==> src/rtl/jet_readout_ctrl.sv <==
// Reads the found-jet store at end of event and emits a framed stream: one header
// word followed by up to MAX_JETS jets, with valid/ready backpressure and a last flag.
module jet_readout_ctrl #(
    parameter int           DATA_W   = 32,
    parameter int           ADDR_W   = 8,
    parameter int           RD_LAT   = 2,
    parameter int           MAX_JETS = 16,
    parameter logic [7:0]   HDR_TAG  = 8'hA5
) (
    input  logic              clk,
    input  logic              reset,
    input  logic              eoe,
    input  logic [ADDR_W-1:0] jet_count,
    output logic [ADDR_W-1:0] rd_addr,
    input  logic [DATA_W-1:0] rd_data,
    output logic [DATA_W-1:0] out_data,
    output logic              out_valid,
    output logic              out_last,
    input  logic              out_ready,
    output logic              busy,
    output logic              trunc,
    output logic              eoe_drop
);
    // Output handshake: a word transfers on a clk edge where out_valid && out_ready;
    // while out_valid && !out_ready, out_data/out_valid/out_last hold unchanged.

    localparam int DEPTH = RD_LAT + 2;
    localparam int PW    = (DEPTH > 1) ? $clog2(DEPTH) : 1;
    localparam int CW    = $clog2(DEPTH + 1);
    localparam int MW    = $clog2(RD_LAT + 1);
    localparam logic [ADDR_W-1:0] MAX_N = ADDR_W'(MAX_JETS);

    typedef enum logic [1:0] {IDLE, HDR, DRAIN} state_t;
    state_t state, state_nxt;

    logic [ADDR_W-1:0] n_q, iss_cnt, out_cnt;
    logic [15:0]       evt_cnt;
    logic [RD_LAT-1:0] vld_pipe;
    logic [MW-1:0]     mask_cnt;
    logic [DATA_W-1:0] fifo_mem [DEPTH];
    logic [PW-1:0]     wr_ptr, rd_ptr;
    logic [CW-1:0]     fifo_count, in_flight;
    logic              issue, capture, pop;

    function automatic logic [PW-1:0] ptr_inc(input logic [PW-1:0] p);
        return (p == PW'(DEPTH - 1)) ? '0 : p + 1'b1;
    endfunction

    always_comb begin
        in_flight = '0;
        for (int i = 0; i < RD_LAT; i++) in_flight = in_flight + CW'(vld_pipe[i]);
    end

    // Credit counts reads still in the store pipeline so the FIFO can never overflow.
    assign issue   = (state != IDLE) && (iss_cnt != n_q) &&
                     ((int'(in_flight) + int'(fifo_count)) < DEPTH);
    assign rd_addr = issue ? iss_cnt : '0;
    assign capture = vld_pipe[RD_LAT-1] && (mask_cnt == '0);
    assign pop     = (state == DRAIN) && (fifo_count != '0) && out_ready;
    assign busy    = (state != IDLE);

    always_comb begin
        state_nxt = state;
        out_valid = 1'b0;
        out_last  = 1'b0;
        out_data  = '0;
        case (state)
            IDLE: if (eoe) state_nxt = HDR;
            HDR: begin
                out_valid = 1'b1;
                out_data  = DATA_W'({HDR_TAG, evt_cnt, n_q[7:0]});
                out_last  = (n_q == '0);
                if (out_ready) state_nxt = (n_q == '0) ? IDLE : DRAIN;
            end
            DRAIN: begin
                out_valid = (fifo_count != '0);
                out_data  = fifo_mem[rd_ptr];
                out_last  = (out_cnt == n_q - 1'b1);
                if (pop && out_last) state_nxt = IDLE;
            end
            default: state_nxt = IDLE;
        endcase
    end

    always_ff @(posedge clk) begin
        if (reset) begin
            state      <= IDLE;
            n_q        <= '0;
            iss_cnt    <= '0;
            out_cnt    <= '0;
            evt_cnt    <= '0;
            vld_pipe   <= '0;
            mask_cnt   <= MW'(RD_LAT);
            wr_ptr     <= '0;
            rd_ptr     <= '0;
            fifo_count <= '0;
            trunc      <= 1'b0;
            eoe_drop   <= 1'b0;
        end else begin
            state    <= state_nxt;
            trunc    <= (state == IDLE) && eoe && (jet_count > MAX_N);
            eoe_drop <= (state != IDLE) && eoe;
            if ((state == IDLE) && eoe) begin
                n_q     <= (jet_count > MAX_N) ? MAX_N : jet_count;
                iss_cnt <= '0;
                out_cnt <= '0;
            end else begin
                if (issue) iss_cnt <= iss_cnt + 1'b1;
                if (pop)   out_cnt <= out_cnt + 1'b1;
            end
            if ((state == HDR) && out_ready) evt_cnt <= evt_cnt + 16'd1;
            // Reads issued before a reset are still returning; keep them out of the FIFO.
            if (mask_cnt != '0) mask_cnt <= mask_cnt - 1'b1;
            vld_pipe[0] <= issue;
            for (int i = 1; i < RD_LAT; i++) vld_pipe[i] <= vld_pipe[i-1];
            if (capture) wr_ptr <= ptr_inc(wr_ptr);
            if (pop)     rd_ptr <= ptr_inc(rd_ptr);
            if (capture && !pop)      fifo_count <= fifo_count + 1'b1;
            else if (!capture && pop) fifo_count <= fifo_count - 1'b1;
        end
    end

    always_ff @(posedge clk) begin
        if (capture) fifo_mem[wr_ptr] <= rd_data;
    end

endmodule

==> config.mk <==
export PLATFORM = sky130hd
export DESIGN_NAME = jet_readout_ctrl
export DESIGN_NICKNAME = d
export VERILOG_FILES = /design/src/rtl/jet_readout_ctrl.sv
export SDC_FILE = /design/constraint.sdc
export NUM_CORES = 1
export LEC_CHECK = 0
export ABC_AREA = 0
export BUFFER_PORTS_ARGS = -buffer_cell sky130_fd_sc_hd__buf_2
export CAP_MARGIN = 25
export CORE_UTILIZATION = 58
export CTS_CLUSTER_SIZE = 12
export DETAILED_ROUTE_END_ITERATION = 8
export PLACE_DENSITY = 0.82
export SLEW_MARGIN = 20
export SYNTH_ARGS = -nofsm -noshare
export SYNTH_HDL_FRONTEND = slang
export SYNTH_SLANG_ARGS = --single-unit
==> constraint.sdc <==
create_clock -name clk -period 2.8 [get_ports clk]
set_input_delay 0.28 -clock clk [delete_from_list [all_inputs] [get_ports clk]]
set_output_delay 0.28 -clock clk [all_outputs]
set_load 0.02 [all_outputs]
# [Word level (Yosys, flattened, before mapping)]
# Memory sizes are Yosys's and may differ from the RTL's. A register that Yosys moved wholly into a read port is not among the register bits.
# Cells that the tools add are included.
# Widths: inputs -> output; s select.
[totals] latch_bits=0 elab_cells=76 mem_bits_rw=128 inputBits=44 mem_count=1 mem_bits_ro=0 register_bits=55
[memory_table] memory="fifo_mem" depth=4 word_bits=32 read_ports=1 rd_clocked_by_memory_dff=1 wr=1 line_no="40" rtl="logic [DATA_W-1:0] fifo_mem [DEPTH];"
[op_classes] addsub=11 order_cmp=2 muxes=18 bitwise=0 n_reduce_logical=23 shifts=0 multipliers=0 div=0 n_eq_ne=9
[ops] op="$pmux 32 s2" count=1
[ops] op="$add 16x1->16 const B" count=1
[ops] op="$add 8x1->8 const B" count=2
[ops] op="$mux 2" count=8
[ops] op="$mux 8" count=2
[ops] op="$logic_and 1x1->1" count=12
[ops] op="$eq 8x8->1" count=1
[ops] op="$gt 8x5->1 const B" count=1
[ops] op="$logic_not 8->1" count=1
[ops] op="$ne 8x8->1" count=1
[ops] op="$sub 8x1->8 const B" count=1
[ops] op="$eq 2x2->1 const B" count=3
[ops] op="$mux 3" count=2
[ops] op="$pmux 2 s3" count=1
[ops] op="$reduce_bool 2->1" count=3
[ops] op="$add 2x1->2 const B" count=2
[ops] op="$add 2x3->4" count=1
[ops] op="$logic_not 2->1" count=2
[ops] op="$lt 4x3->1 const B" count=1
[ops] op="$ne 2x2->1 const B" count=2
[ops] op="$pmux 1 s2" count=2
[ops] op="$add 3x1->3 const B" count=1
[ops] op="$reduce_and 3->1" count=1
[ops] op="$reduce_bool 3->1" count=1
[ops] op="other kinds (8)" count=10

# [Longest topological paths before layout]
# Gate-level depths: netlist (run 1).
[logic_depth] depth_word=6 ltp_mapped=11

# [Least setup slack after synthesis (run 1)]
# No wires, ideal clock.
[synth_timing] path_kind="register to register" start="register fifo_count[0]" end="register fifo_count[2]" required_time_ps=2730 setup_ps=70 arrival_ps=2359 period_less_slack_ps=2429 n_path_buf=1 path_stages_with_launch=11 path_slack_ps=371 path_cell_list="dfxtp_1 or3_1 and3_1 clkbuf_1 clkinv_1 ha_1 inv_1 fa_1 xor2_1 or3_1 a21oi_1"
[synth_via] elab_chain_cells=6
[synth_rtl] item="start, declared" line_no="42" rtl="logic [CW-1:0] fifo_count, in_flight;"
[synth_rtl] item="start signal, assigned" line_no="118" rtl="if (capture && !pop) fifo_count <= fifo_count + 1'b1;"
[synth_rtl] item="start signal, assigned" line_no="119" rtl="else if (!capture && pop) fifo_count <= fifo_count - 1'b1;"
[synth_rtl] item="parallel branches: the longest is 6 deep, another holds $sub 3x1->3"
# Several ways; the timed one is not identified. The select of a mux whose other input is x is not followed.
# A chain may end at the register's enable or synchronous reset.

# [Worst setup path after layout (run 1)]
[layout_timing] start="register n_q[0]" end="output port out_last"
[layout_via] elab_chain_cells=3
[layout_rtl] item="start, declared" line_no="36" rtl="logic [ADDR_W-1:0] n_q, iss_cnt, out_cnt;"
[layout_rtl] item="start signal, assigned" line_no="104" rtl="n_q <= (jet_count > MAX_N) ? MAX_N : jet_count;"
[layout_rtl] item="$sub 8x1->8" line_no="78" rtl="out_last = (out_cnt == n_q - 1'b1);"
[layout_rtl] item="$eq 8x8->1" line_no="78"
[layout_rtl] item="$pmux 1 s2 *" line_no="67" rtl="case (state)"
[layout_rtl] item="end, declared" line_no="18" rtl="output logic out_last,"
# Mark *: on every way between the ends. The rest lies on a longest branch, timed or not.

==> impl_metrics.prom, run 1 <==
# TYPE chip_impl_metric gauge
chip_impl_info{name="leading_cell_types_in_the_layout_fill_and_taps_excluded",value="sky130_fd_sc_hd__edfxtp_1, sky130_fd_sc_hd__buf_2, sky130_fd_sc_hd__dfxtp_1"} 1
chip_impl_info{name="outcome",value="complete, no violations"} 1
chip_impl_metric{name="maximum_number_of_pins_on_one_net_before_global_route_repair",unit=""} 38
chip_impl_info{name="worstSetupStartpoint",value="n_q[0]"} 1
chip_impl_info{name="worst-setup-path-type",value="flop to primary output"} 1
chip_impl_metric{name="post-cts-setup-buffer-count",unit=""} 0
chip_impl_metric{name="finalCoreUtilization",unit="%"} 70.01
chip_impl_metric{name="peakVddDrop",unit="V"} 0.0007118
chip_impl_metric{name="timing.final.setup_violations",unit=""} 0
chip_impl_metric{name="min_period_over_period",unit="%"} 96.41
chip_impl_metric{name="pin_count",unit=""} 89
chip_impl_info{name="worst_hold_startpoint",value="rd_data[27]"} 1
chip_impl_metric{name="p_leak",unit="nW"} 3.333
chip_impl_metric{name="number_of_maximum_capacitance_violations",unit=""} 0
chip_impl_metric{name="average_cell_area_after_synthesis",unit="um2"} 14.27
chip_impl_metric{name="via_per_inst",unit=""} 5.828
chip_impl_info{name="top_signal_layer_used",value="met4"} 1
chip_impl_info{name="crit_path_cell_trace",value="inv_1, ha_1, nor4b_1, a31oi_1, nor3_1, o211ai_1, o22ai_1, buf_2"} 1
chip_impl_info{name="worst_r2r_startpoint",value="fifo_count[0]"} 1
chip_impl_metric{name="clock_path_buffers",unit=""} 2
chip_impl_metric{name="start_util",unit="%"} 60.55
chip_impl_metric{name="synth_enable_flop_cells",unit=""} 128
chip_impl_metric{name="total_standard_cell_area_after_synthesis",unit="um2"} 7765
chip_impl_info{name="cts_tree",value="built"} 1
chip_impl_info{name="timing.hold.worst_endpoint",value="fifo_mem[1][27]"} 1
chip_impl_metric{name="drt_first_pass_iters",unit=""} 5
chip_impl_metric{name="path_depth_of_the_worst_reg2reg_path",unit=""} 9
chip_impl_metric{name="timing.hold.worst_path_depth",unit=""} 1
chip_impl_metric{name="arrival_worst_endpoint",unit="ns"} 2.42
chip_impl_metric{name="fp.dieArea",unit="um2"} 13850
chip_impl_metric{name="timing.reg2reg.setup_slack",unit="ns"} 0.18
chip_impl_info{name="r2r-end",value="fifo_count[2]"} 1
chip_impl_info{name="grt_setup_unrepaired",value="false"} 1
chip_impl_metric{name="post-route-cell-area",unit="um2"} 8979
chip_impl_metric{name="drt-initial-drc-count",unit=""} 279
chip_impl_metric{name="portBuffers",unit=""} 88
chip_impl_metric{name="grt.total_usage",unit="%"} 24.02
chip_impl_metric{name="cts_made_buffers",unit=""} 17
chip_impl_metric{name="final_max_slew_viol_count",unit=""} 0
chip_impl_metric{name="layout.filler_cells",unit=""} 868
chip_impl_info{name="timing.critical_path.from_type",value="flop"} 1
chip_impl_metric{name="timing.critical_path.required",unit="ns"} 2.52
chip_impl_metric{name="number_of_nets_in_the_layout",unit=""} 697
chip_impl_metric{name="crit_path_max_incr_delay",unit="ns"} 0.42
chip_impl_metric{name="max_slew_margin",unit="%"} 52.36
chip_impl_metric{name="first_pass_grt_wire_length",unit="um"} 25100
chip_impl_metric{name="met2_wirelength",unit="um"} 7887
chip_impl_metric{name="met3_length",unit="um"} 1113
chip_impl_metric{name="tns",unit="ns"} 0
chip_impl_metric{name="synth.yosys.warnings",unit=""} 0
chip_impl_metric{name="grt_pass1_vias",unit=""} 4821
chip_impl_metric{name="post_synth_inst_count",unit=""} 544
chip_impl_info{name="final_common_cell",value="sky130_fd_sc_hd__edfxtp_1"} 1
chip_impl_metric{name="die_w",unit="um"} 117.7
chip_impl_metric{name="clock-skew-final",unit="ns"} 0.01441
chip_impl_metric{name="drive_gt1_share",unit="%"} 25.73
chip_impl_metric{name="syn-num-nets",unit=""} 605
chip_impl_metric{name="synth.lib_cells_used.distinct",unit=""} 40
chip_impl_metric{name="clkLatencyLatePin",unit="ns"} 0.43
chip_impl_metric{name="synth-async-reset-ratio",unit="%"} 0
chip_impl_metric{name="met1Wirelength",unit="um"} 6479
chip_impl_metric{name="total_vias_in_the_final_route",unit=""} 4785
chip_impl_metric{name="tritoncts_num_sinks",unit=""} 185
chip_impl_metric{name="areaGrowthSynthToFinish",unit="%"} 15.63
chip_impl_metric{name="core",unit="um2"} 12820
chip_impl_metric{name="synth_seq_area_share",unit="%"} 64.20
chip_impl_metric{name="rows",unit=""} 41
chip_impl_metric{name="postPlaceCellArea",unit="um2"} 8441
chip_impl_metric{name="drc_viols",unit=""} 0
chip_impl_info{name="cts_root_buf",value="sky130_fd_sc_hd__clkbuf_16"} 1
chip_impl_metric{name="critPathMaxFanout",unit=""} 8
chip_impl_metric{name="post-route-min-period",unit="ns"} 2.699
chip_impl_metric{name="detail_routed_net_length_per_standard_cell",unit="um"} 19.24
chip_impl_metric{name="die_height",unit="um"} 117.7
chip_impl_metric{name="final_antenna_violating_net_count",unit=""} 0
chip_impl_info{name="timing.hold.worst.class",value="primary input to flop"} 1
chip_impl_metric{name="clk_pin_slew_worst_setup_hold_paths",unit="ns"} 0.06
chip_impl_metric{name="tightest_slew",unit="ns"} 0.7145
chip_impl_metric{name="antenna_diode_count",unit=""} 0
chip_impl_metric{name="hold_ws",unit="ns"} 0.06382
chip_impl_info{name="synth_ff_type",value="sky130_fd_sc_hd__edfxtp_1"} 1
chip_impl_info{name="critPathCaptureType",value="primary output"} 1
chip_impl_metric{name="cts_htree_levels",unit=""} 4
chip_impl_metric{name="synth_seq_cells",unit=""} 185
chip_impl_metric{name="grt-ovfl-total",unit=""} 0
chip_impl_info{name="slowest_stage",value="sky130_fd_sc_hd__dfxtp_1"} 1
chip_impl_info{name="critical_path.top_delay_family",value="compound AO/OA/AOI/OAI gates"} 1
chip_impl_metric{name="grt_antenna_before_repair",unit=""} 0
chip_impl_metric{name="powerDensity",unit="nW/um2"} 622.1
chip_impl_metric{name="maxClockFrequency",unit="GHz"} 0.3705
chip_impl_metric{name="final-hold-violation-count",unit=""} 0
chip_impl_metric{name="globalplace.congestion",unit=""} 0.8994
chip_impl_metric{name="wirelength",unit="um"} 15790
chip_impl_metric{name="dp_hpwl",unit="um"} 10370
chip_impl_metric{name="cp.buffers_inverters",unit=""} 2
-- through the flow --
step                setup slack (ns)  cells  total power (W)
CTS                           0.1037    821         0.005623
global route                 0.01008    821         0.005770
floorplan                     0.3709    544         0.003311
global placement              0.3537    789         0.003438
detailed placement            0.2167    789         0.003461
finish                        0.1006    821         0.005586
-- state kept, by name, summed over array words and instances (netlist names), named ones only --
signal and count:
rd_ptr 2, out_cnt 8, fifo_mem 128, evt_cnt 16, fifo_count 3, iss_cnt 8, n_q 8, state 2
vld_pipe 2, trunc 1, eoe_drop 1, mask_cnt 2, wr_ptr 2
-- power by group --
part	internal (W)	switching, W
Sequential	0.00296	0.0000324
Combinational	0.000154	0.000262
Clock	0.00121	0.000967
-- worst max path at each step --
stage / end / slack (ns) / depth (start not counted)
2_1_floorplan: fifo_count[2] / 0.37 / 10
3_3_place_gp: fifo_count[2] / 0.35 / 9
3_5_place_dp: fifo_count[2] / 0.22 / 9
4_1_cts: out_last / 0.10 / 8
5_1_grt: out_last / 0.01 / 8
6_report: out_last / 0.10 / 8
-- kinds of logic (layout without fill, tap and decap cells) --
family / count (synthesis) / count (layout) / share of synthesized area, %
mux: 37 / 37 / 9.926
xor+xnor: 47 / 47 / 5.301
fa+ha+maj: 17 / 17 / 2.836
buf+inv: 39 / 144 / 1.998
compound gates: 61 / 61 / 5.575
simple gates: 158 / 158 / 10.17
flops: 185 / 185 / 64.20
-- repair_timing --
item,in CTS,in global routing
endpoints found under the setup margin,0,1
hold buffers,0,0
resized for setup,0,0
-- cells in the mapped netlist, drive strengths merged (8+ instances only) --
cell | n | area, um2
inv | 12 | 45.04
a21oi | 18 | 90.09
mux4 | 32 | 720.7
edfxtp | 128 | 3844
xnor2 | 14 | 122.6
and2 | 18 | 112.6
nor2 | 39 | 146.4
clkbuf | 19 | 71.32
a22o | 24 | 210.2
ha | 16 | 200.2
and3 | 11 | 68.82
xor2 | 33 | 289.0
dfxtp | 57 | 1141
o21ai | 12 | 60.06
nand4 | 8 | 50.05
nand2 | 41 | 153.9
-- metal layers --
layer,track usage [%],up-vias
met2,39.19,182
met4,8.814,0
li1,-,2209
met1,30.04,2369
met5,0,-
met3,7.703,25
-- final cells by class --
| class | instances | area, um2 | share of cell area (%) |
|---|---|---|---|
| multi-input combinational | 320 | 2630 | 29.29 |
| tap | 172 | 215.2 | 2.397 |
| sequential | 185 | 4986 | 55.53 |
| inverter | 13 | 48.80 | 0.5435 |
| timing repair buffer | 99 | 560.5 | 6.243 |
| clock inverter | 13 | 105.1 | 1.171 |
| clock buffer | 19 | 432.9 | 4.822 |
Power figures use the tool's default switching activity.
==> inputs of run 2 (changes only) <==
--- a/constraint.sdc
+++ b/constraint.sdc
@@ -3,2 +3,2 @@
 set_output_delay 0.28 -clock clk [all_outputs]
-set_load 0.02 [all_outputs]
+set_load 0.1 [all_outputs]
==> run 2 against run 1 <==
  * Clock power is 11% higher
  * Combinational power grew 61%
  * Sequential power hardly changed
  * Largest cell class unchanged
  * Largest power group unchanged
==> impl_metrics.prom, run 2 (same netlist as run 1, synthesis figures left out) <==
# TYPE chip_impl_metric gauge
chip_impl_metric{name="cts_made_buffers",unit=""} 17
chip_impl_info{name="critPathCaptureType",value="primary output"} 1
chip_impl_info{name="cts_tree",value="built"} 1
chip_impl_metric{name="globalplace.congestion",unit=""} 0.8817
chip_impl_metric{name="powerDensity",unit="nW/um2"} 634.5
chip_impl_metric{name="final_max_slew_viol_count",unit=""} 0
chip_impl_metric{name="core",unit="um2"} 12820
chip_impl_metric{name="rows",unit=""} 41
chip_impl_metric{name="drt-initial-drc-count",unit=""} 311
chip_impl_info{name="final_common_cell",value="sky130_fd_sc_hd__edfxtp_1"} 1
chip_impl_metric{name="critPathMaxFanout",unit=""} 8
chip_impl_metric{name="clock-skew-final",unit="ns"} 0.007021
chip_impl_info{name="critical_path.top_delay_family",value="simple AND/OR/NAND/NOR gates"} 1
chip_impl_metric{name="max_slew_margin",unit="%"} 52.35
chip_impl_metric{name="area_used_by_multi_input_combinational_logic",unit="um2"} 2658
chip_impl_metric{name="p_total",unit="W"} 0.006083
chip_impl_metric{name="final_antenna_violating_net_count",unit=""} 0
chip_impl_metric{name="detail_routed_net_length_per_standard_cell",unit="um"} 19.95
chip_impl_metric{name="tns",unit="ns"} 0
chip_impl_metric{name="post-route-min-period",unit="ns"} 2.709
chip_impl_metric{name="post-route-cell-area",unit="um2"} 9587
chip_impl_metric{name="crit_path_max_incr_delay",unit="ns"} 0.39
chip_impl_metric{name="place.detailed.instances",unit=""} 790
chip_impl_metric{name="areaGrowthSynthToFinish",unit="%"} 23.46
chip_impl_info{name="cts_root_buf",value="sky130_fd_sc_hd__clkbuf_16"} 1
chip_impl_metric{name="tritoncts_num_sinks",unit=""} 185
chip_impl_info{name="regMostFlops",value="fifo_mem"} 1
chip_impl_metric{name="drive_gt1_share",unit="%"} 27.38
chip_impl_metric{name="via_per_inst",unit=""} 5.945
chip_impl_metric{name="grt_antenna_before_repair",unit=""} 0
chip_impl_info{name="outcome",value="complete, no violations"} 1
chip_impl_metric{name="grt.total_usage",unit="%"} 24.84
chip_impl_metric{name="clk_pin_slew_worst_setup_hold_paths",unit="ns"} 0.07
chip_impl_metric{name="die_w",unit="um"} 117.7
chip_impl_metric{name="layout_setup_ws",unit="ns"} 0.09068
chip_impl_metric{name="pin_count",unit=""} 89
chip_impl_metric{name="number_of_maximum_capacitance_violations",unit=""} 0
chip_impl_metric{name="tightest_slew",unit="ns"} 0.7147
chip_impl_info{name="grt_setup_unrepaired",value="false"} 1
chip_impl_metric{name="arrival_worst_endpoint",unit="ns"} 2.43
chip_impl_info{name="slowest_stage",value="sky130_fd_sc_hd__dfxtp_1"} 1
chip_impl_info{name="largestRegisters",value="fifo_mem: 128 flops, evt_cnt: 16 flops"} 1
chip_impl_metric{name="start_util",unit="%"} 60.55
chip_impl_metric{name="dp_hpwl",unit="um"} 10650
chip_impl_metric{name="number_of_nets_in_the_layout",unit=""} 698
chip_impl_metric{name="p_sw_share",unit="%"} 25.62
chip_impl_metric{name="largest_register_ffs",unit=""} 128
chip_impl_metric{name="grt-ovfl-total",unit=""} 0
chip_impl_metric{name="min_period_over_period",unit="%"} 96.76
chip_impl_metric{name="final-hold-violation-count",unit=""} 0
chip_impl_metric{name="fp.dieArea",unit="um2"} 13850
chip_impl_metric{name="drc_viols",unit=""} 0
chip_impl_metric{name="layout.filler_cells",unit=""} 779
chip_impl_metric{name="total_vias_in_the_final_route",unit=""} 4887
chip_impl_info{name="crit_path_cell_trace",value="inv_1, ha_2, nor4b_2, a31oi_1, nor3_1, o211ai_1, o22ai_2, buf_12"} 1
chip_impl_metric{name="post-cts-setup-buffer-count",unit=""} 0
chip_impl_metric{name="die_height",unit="um"} 117.7
chip_impl_metric{name="p_leak",unit="nW"} 3.456
chip_impl_metric{name="non_filler_instances",unit=""} 822
chip_impl_metric{name="clkLatencyLatePin",unit="ns"} 0.43
chip_impl_metric{name="p_sw",unit="W"} 0.001559
chip_impl_info{name="timing.critical_path.from_type",value="flop"} 1
chip_impl_metric{name="portBuffers",unit=""} 88
chip_impl_metric{name="timing.final.setup_violations",unit=""} 0
chip_impl_metric{name="timing.critical_path.required",unit="ns"} 2.52
chip_impl_metric{name="cts_htree_levels",unit=""} 4
chip_impl_metric{name="postPlaceCellArea",unit="um2"} 8919
chip_impl_metric{name="power.share.sequential",unit="%"} 49.1
chip_impl_metric{name="maximum_number_of_pins_on_one_net_before_global_route_repair",unit=""} 38
chip_impl_metric{name="pwr-share-clk",unit="%"} 39.9
chip_impl_info{name="timing.hold.worst.class",value="primary input to flop"} 1
chip_impl_metric{name="logic_pwr_share",unit="%"} 11.0
chip_impl_metric{name="wirelength",unit="um"} 16400
chip_impl_info{name="worst-setup-path-type",value="flop to primary output"} 1
chip_impl_metric{name="intPower",unit="W"} 0.004524
chip_impl_metric{name="maxClockFrequency",unit="GHz"} 0.3691
chip_impl_metric{name="cp.buffers_inverters",unit=""} 2
chip_impl_metric{name="grt_pass1_vias",unit=""} 4998
chip_impl_metric{name="clock_path_buffers",unit=""} 2
chip_impl_metric{name="first_pass_grt_wire_length",unit="um"} 25720
chip_impl_metric{name="drt_first_pass_iters",unit=""} 5
chip_impl_metric{name="peakVddDrop",unit="V"} 0.0006999
chip_impl_info{name="leading_cell_types_in_the_layout_fill_and_taps_excluded",value="sky130_fd_sc_hd__edfxtp_1, sky130_fd_sc_hd__dfxtp_1, sky130_fd_sc_hd__buf_2"} 1
chip_impl_metric{name="final-seq-area",unit="um2"} 4987
chip_impl_metric{name="detailedPlace.worstSlack",unit="ns"} 0.2131
chip_impl_metric{name="antenna_diode_count",unit=""} 0
[run 2: changes by cell type in the layout (fill, tap and decap cells not counted), sizes merged]
cell | before | now
bufinv | 1 | 2
clkinv | 10 | 5
clkinvlp | 2 | 1
clkbuf | 19 | 25
inv | 13 | 20
buf | 99 | 92
[run 2: routing by layer]
layer	wire, um	vias to the layer above	track usage (%)
li1	-	2209	-
met1	6552	2455	29.85
met2	8309	183	41.51
met3	1042	40	7.219
met4	495	0	11.14
met5	0	-	0
[run 2: final timing paths]
kind                       from         endpoint  slack (ns)  cells past startpoint
setup / recovery         n_q[1]         out_last        0.09                      8
hold / removal      rd_data[19]  fifo_mem[3][19]        0.06                      1
setup reg to reg  fifo_count[0]    fifo_count[2]        0.24                      9
hold reg to reg     vld_pipe[0]      vld_pipe[1]        0.50                      1
[run 2: through the flow]
| stage | util (%) | hold WS [ns] |
|---|---|---|
| 2_1_floorplan | - | 0.3789 |
| 3_3_place_gp | 69.54 | 0.4645 |
| 3_5_place_dp | 69.54 | 0.4742 |
| 4_1_cts | 74.49 | 0.04618 |
| 5_1_grt | 74.75 | 0.04653 |
| 6_report | 74.75 | 0.06314 |
[run 2: cell type report]
cell class                      count  share of cell area [%]
Sequential cell                   185                   52.02
Clock inverter                     15                   1.866
Timing Repair Buffer              100                   11.20
Inverter                           13                  0.5090
Tap cell                          172                   2.245
Clock buffer                       17                   4.437
Multi-Input combinational cell    320                   27.72
[run 2: power groups by stage]
stage                     Sequential, W  Combinational, W  Clock [W]
final                           0.00299          0.000671    0.00242
after global routing            0.00299          0.000711    0.00256
after CTS                       0.00299          0.000669    0.00246
after detailed placement        0.00305          0.000655          0
after global placement          0.00304          0.000634          0
after floorplan                 0.00306          0.000424          0
[run 2: what timing repair did]
item | 4_1_cts | 5_1_grt
setup endpoints to repair | 1 | 9
gates resized for setup | 7 | 11
hold buffers | 0 | 0
pin swaps | 1 | 1
hold endpoints to repair | 0 | 0
==> inputs of run 3 (changes only) <==
Settings changed: CELL_PAD_IN_SITES_DETAIL_PLACEMENT set to 1, CELL_PAD_IN_SITES_GLOBAL_PLACEMENT set to 1, CORE_UTILIZATION 58 to 48.
==> run 3 against run 2 <==
  * Sequential cell count unchanged
  * Register-to-register slack got worse by 0.09 ns
  * Critical endpoint unchanged
  * Via count increased by 1.2%
  * Critical path depth decreased by 1
  * Clock skew increased by 0.0019 ns
  * Power increased by 1.0%
  * Non-clock buffer count increased by 5
  * Critical path type unchanged
  * Highest routed layer is now met5
  * Sequential share of layout area decreased by 0.66 points
==> impl_metrics.prom, run 3 (same netlist as run 1, synthesis figures left out) <==
# TYPE chip_impl_metric gauge
chip_impl_info{name="critPathCaptureType",value="primary output"} 1
chip_impl_metric{name="grt-ovfl-total",unit=""} 0
chip_impl_info{name="cts_root_buf",value="sky130_fd_sc_hd__clkbuf_16"} 1
chip_impl_metric{name="pin_count",unit=""} 89
chip_impl_metric{name="postPlaceCellArea",unit="um2"} 9029
chip_impl_metric{name="tightest_slew",unit="ns"} 0.7568
chip_impl_metric{name="non_filler_instances",unit=""} 872
chip_impl_info{name="outcome",value="complete, no violations"} 1
chip_impl_metric{name="area_used_by_multi_input_combinational_logic",unit="um2"} 2643
chip_impl_metric{name="drt_first_pass_iters",unit=""} 4
chip_impl_metric{name="cts_made_buffers",unit=""} 17
chip_impl_metric{name="pwr-share-clk",unit="%"} 40.1
chip_impl_metric{name="tns",unit="ns"} 0
chip_impl_metric{name="areaGrowthSynthToFinish",unit="%"} 25.04
chip_impl_metric{name="final_max_slew_viol_count",unit=""} 0
chip_impl_info{name="largestRegisters",value="fifo_mem: 128 flops, evt_cnt: 16 flops"} 1
chip_impl_metric{name="tritoncts_num_sinks",unit=""} 185
chip_impl_info{name="grt-busiest-layer",value="met2"} 1
chip_impl_metric{name="clock_path_buffers",unit=""} 2
chip_impl_metric{name="cts_htree_levels",unit=""} 4
chip_impl_metric{name="p_sw",unit="W"} 0.001743
chip_impl_metric{name="power.share.sequential",unit="%"} 48.6
chip_impl_metric{name="wirelength",unit="um"} 19080
chip_impl_metric{name="layout_setup_ws",unit="ns"} 0.07966
chip_impl_info{name="leading_cell_types_in_the_layout_fill_and_taps_excluded",value="sky130_fd_sc_hd__edfxtp_1, sky130_fd_sc_hd__dfxtp_1, sky130_fd_sc_hd__buf_2"} 1
chip_impl_metric{name="dp_hpwl",unit="um"} 12720
chip_impl_metric{name="drive_gt1_share",unit="%"} 27.33
chip_impl_metric{name="die_height",unit="um"} 129.2
chip_impl_metric{name="powerDensity",unit="nW/um2"} 633.0
chip_impl_metric{name="final_antenna_violating_net_count",unit=""} 0
chip_impl_metric{name="post-route-cell-area",unit="um2"} 9709
chip_impl_info{name="cts_tree",value="built"} 1
chip_impl_metric{name="fp.dieArea",unit="um2"} 16690
chip_impl_metric{name="number_of_nets_in_the_layout",unit=""} 703
chip_impl_metric{name="intPower",unit="W"} 0.004403
chip_impl_metric{name="core",unit="um2"} 15830
chip_impl_metric{name="clk_pin_slew_worst_setup_hold_paths",unit="ns"} 0.08
chip_impl_metric{name="use_met3",unit="%"} 6.771
chip_impl_info{name="timing.critical_path.from_type",value="flop"} 1
chip_impl_metric{name="groute.layer.met1.usage",unit="%"} 30.88
chip_impl_metric{name="logic_pwr_share",unit="%"} 11.3
chip_impl_metric{name="p_leak",unit="nW"} 3.494
chip_impl_metric{name="arrival_worst_endpoint",unit="ns"} 2.44
chip_impl_metric{name="portBuffers",unit=""} 88
chip_impl_metric{name="grt.total_usage",unit="%"} 24.63
chip_impl_metric{name="clkLatencyLatePin",unit="ns"} 0.44
chip_impl_metric{name="grt_antenna_before_repair",unit=""} 2
chip_impl_metric{name="largest_register_ffs",unit=""} 128
chip_impl_info{name="grt_setup_unrepaired",value="true"} 1
chip_impl_metric{name="maximum_number_of_pins_on_one_net_before_global_route_repair",unit=""} 38
chip_impl_metric{name="drc_viols",unit=""} 0
chip_impl_metric{name="cts_hold_buf",unit=""} 0
chip_impl_metric{name="timing.final.setup_violations",unit=""} 0
chip_impl_metric{name="peakVddDrop",unit="V"} 0.0008163
chip_impl_metric{name="timing.critical_path.required",unit="ns"} 2.52
chip_impl_info{name="final_common_cell",value="sky130_fd_sc_hd__edfxtp_1"} 1
chip_impl_metric{name="min_period_over_period",unit="%"} 97.16
chip_impl_metric{name="place.detailed.instances",unit=""} 836
chip_impl_metric{name="max_slew_margin",unit="%"} 49.55
chip_impl_metric{name="start_util",unit="%"} 49.06
chip_impl_metric{name="first_pass_grt_wire_length",unit="um"} 29410
chip_impl_metric{name="post-route-min-period",unit="ns"} 2.720
chip_impl_metric{name="detailedPlace.worstSlack",unit="ns"} 0.2148
chip_impl_metric{name="total_vias_in_the_final_route",unit=""} 4946
chip_impl_metric{name="layout.filler_cells",unit=""} 1490
chip_impl_info{name="timing.hold.worst.class",value="primary input to flop"} 1
chip_impl_metric{name="grt_util_met2",unit="%"} 40.83
chip_impl_metric{name="finalCoreUtilization",unit="%"} 61.34
chip_impl_metric{name="number_of_maximum_capacitance_violations",unit=""} 0
chip_impl_info{name="worst-setup-path-type",value="flop to primary output"} 1
chip_impl_metric{name="detail_routed_net_length_per_standard_cell",unit="um"} 21.88
chip_impl_metric{name="grt_pass1_vias",unit=""} 5210
chip_impl_metric{name="drt-initial-drc-count",unit=""} 297
chip_impl_metric{name="globalplace.congestion",unit=""} 0.8379
chip_impl_metric{name="final-seq-area",unit="um2"} 4987
chip_impl_info{name="regMostFlops",value="fifo_mem"} 1
chip_impl_metric{name="critPathMaxFanout",unit=""} 4
chip_impl_metric{name="via_per_inst",unit=""} 5.672
chip_impl_metric{name="final-hold-violation-count",unit=""} 0
chip_impl_metric{name="clock-skew-final",unit="ns"} 0.008876
chip_impl_metric{name="maxClockFrequency",unit="GHz"} 0.3676
chip_impl_metric{name="rows",unit=""} 46
chip_impl_metric{name="p_sw_share",unit="%"} 28.36
chip_impl_metric{name="die_w",unit="um"} 129.2
run 3: power by group through the flow:
| stage | logic [W] | clock network (W) | registers, W |
|---|---|---|---|
| after CTS | 0.000693 | 0.00249 | 0.00299 |
| after global placement | 0.000646 | 0 | 0.00305 |
| final | 0.000693 | 0.00247 | 0.00299 |
| after floorplan | 0.000424 | 0 | 0.00306 |
| after detailed placement | 0.000668 | 0 | 0.00305 |
| after global routing | 0.000732 | 0.00260 | 0.00299 |
run 3: layer usage:
layer | share of wire [%] | wire, um
met1 | 43 | 8124
met2 | 50 | 9606
met3 | 5.1 | 972
met4 | 1.9 | 361
met5 | 0.068 | 13
run 3: final timing paths:
| kind | start | endpoint | slack, ns | cells past startpoint |
|---|---|---|---|---|
| max reg2reg | fifo_count[0] | fifo_count[2] | 0.15 | 9 |
| min | rd_data[25] | fifo_mem[1][25] | 0.04 | 1 |
| min reg2reg | vld_pipe[0] | vld_pipe[1] | 0.48 | 1 |
| max | n_q[1] | out_last | 0.08 | 7 |
run 3: per-stage QoR:
step                      power (W)  hold WS (ns)
after detailed placement   0.003717        0.4678
after CTS                  0.006173       0.02779
after global routing       0.006321       0.02275
final                      0.006146       0.04373
after global placement     0.003691        0.4674
after floorplan            0.003483        0.3789
run 3: final cells by class:
type	count	share of cell area, %
diodes	1	0.02577
clock buffers	17	4.381
clock inverters	15	1.894
inverters	13	0.5026
multi-input cells	320	27.22
flip-flops and latches	185	51.37
well taps	216	2.784
repair buffers	105	11.83
run 3: critical path, cell delays in order (launching register included):
cell,delay [ns]
sky130_fd_sc_hd__dfxtp_1,0.40
sky130_fd_sc_hd__inv_1,0.13
sky130_fd_sc_hd__ha_1,0.32
sky130_fd_sc_hd__xnor2_1,0.15
sky130_fd_sc_hd__nor4_1,0.31
sky130_fd_sc_hd__o211ai_1,0.24
sky130_fd_sc_hd__o22ai_2,0.24
sky130_fd_sc_hd__buf_12,0.21
run 3: repair_timing:
action,CTS,global route
endpoints found under the setup margin,8,8
gates cloned,0,0
gates resized for setup,13,1
setup buffers,2,1
pin swaps,2,1
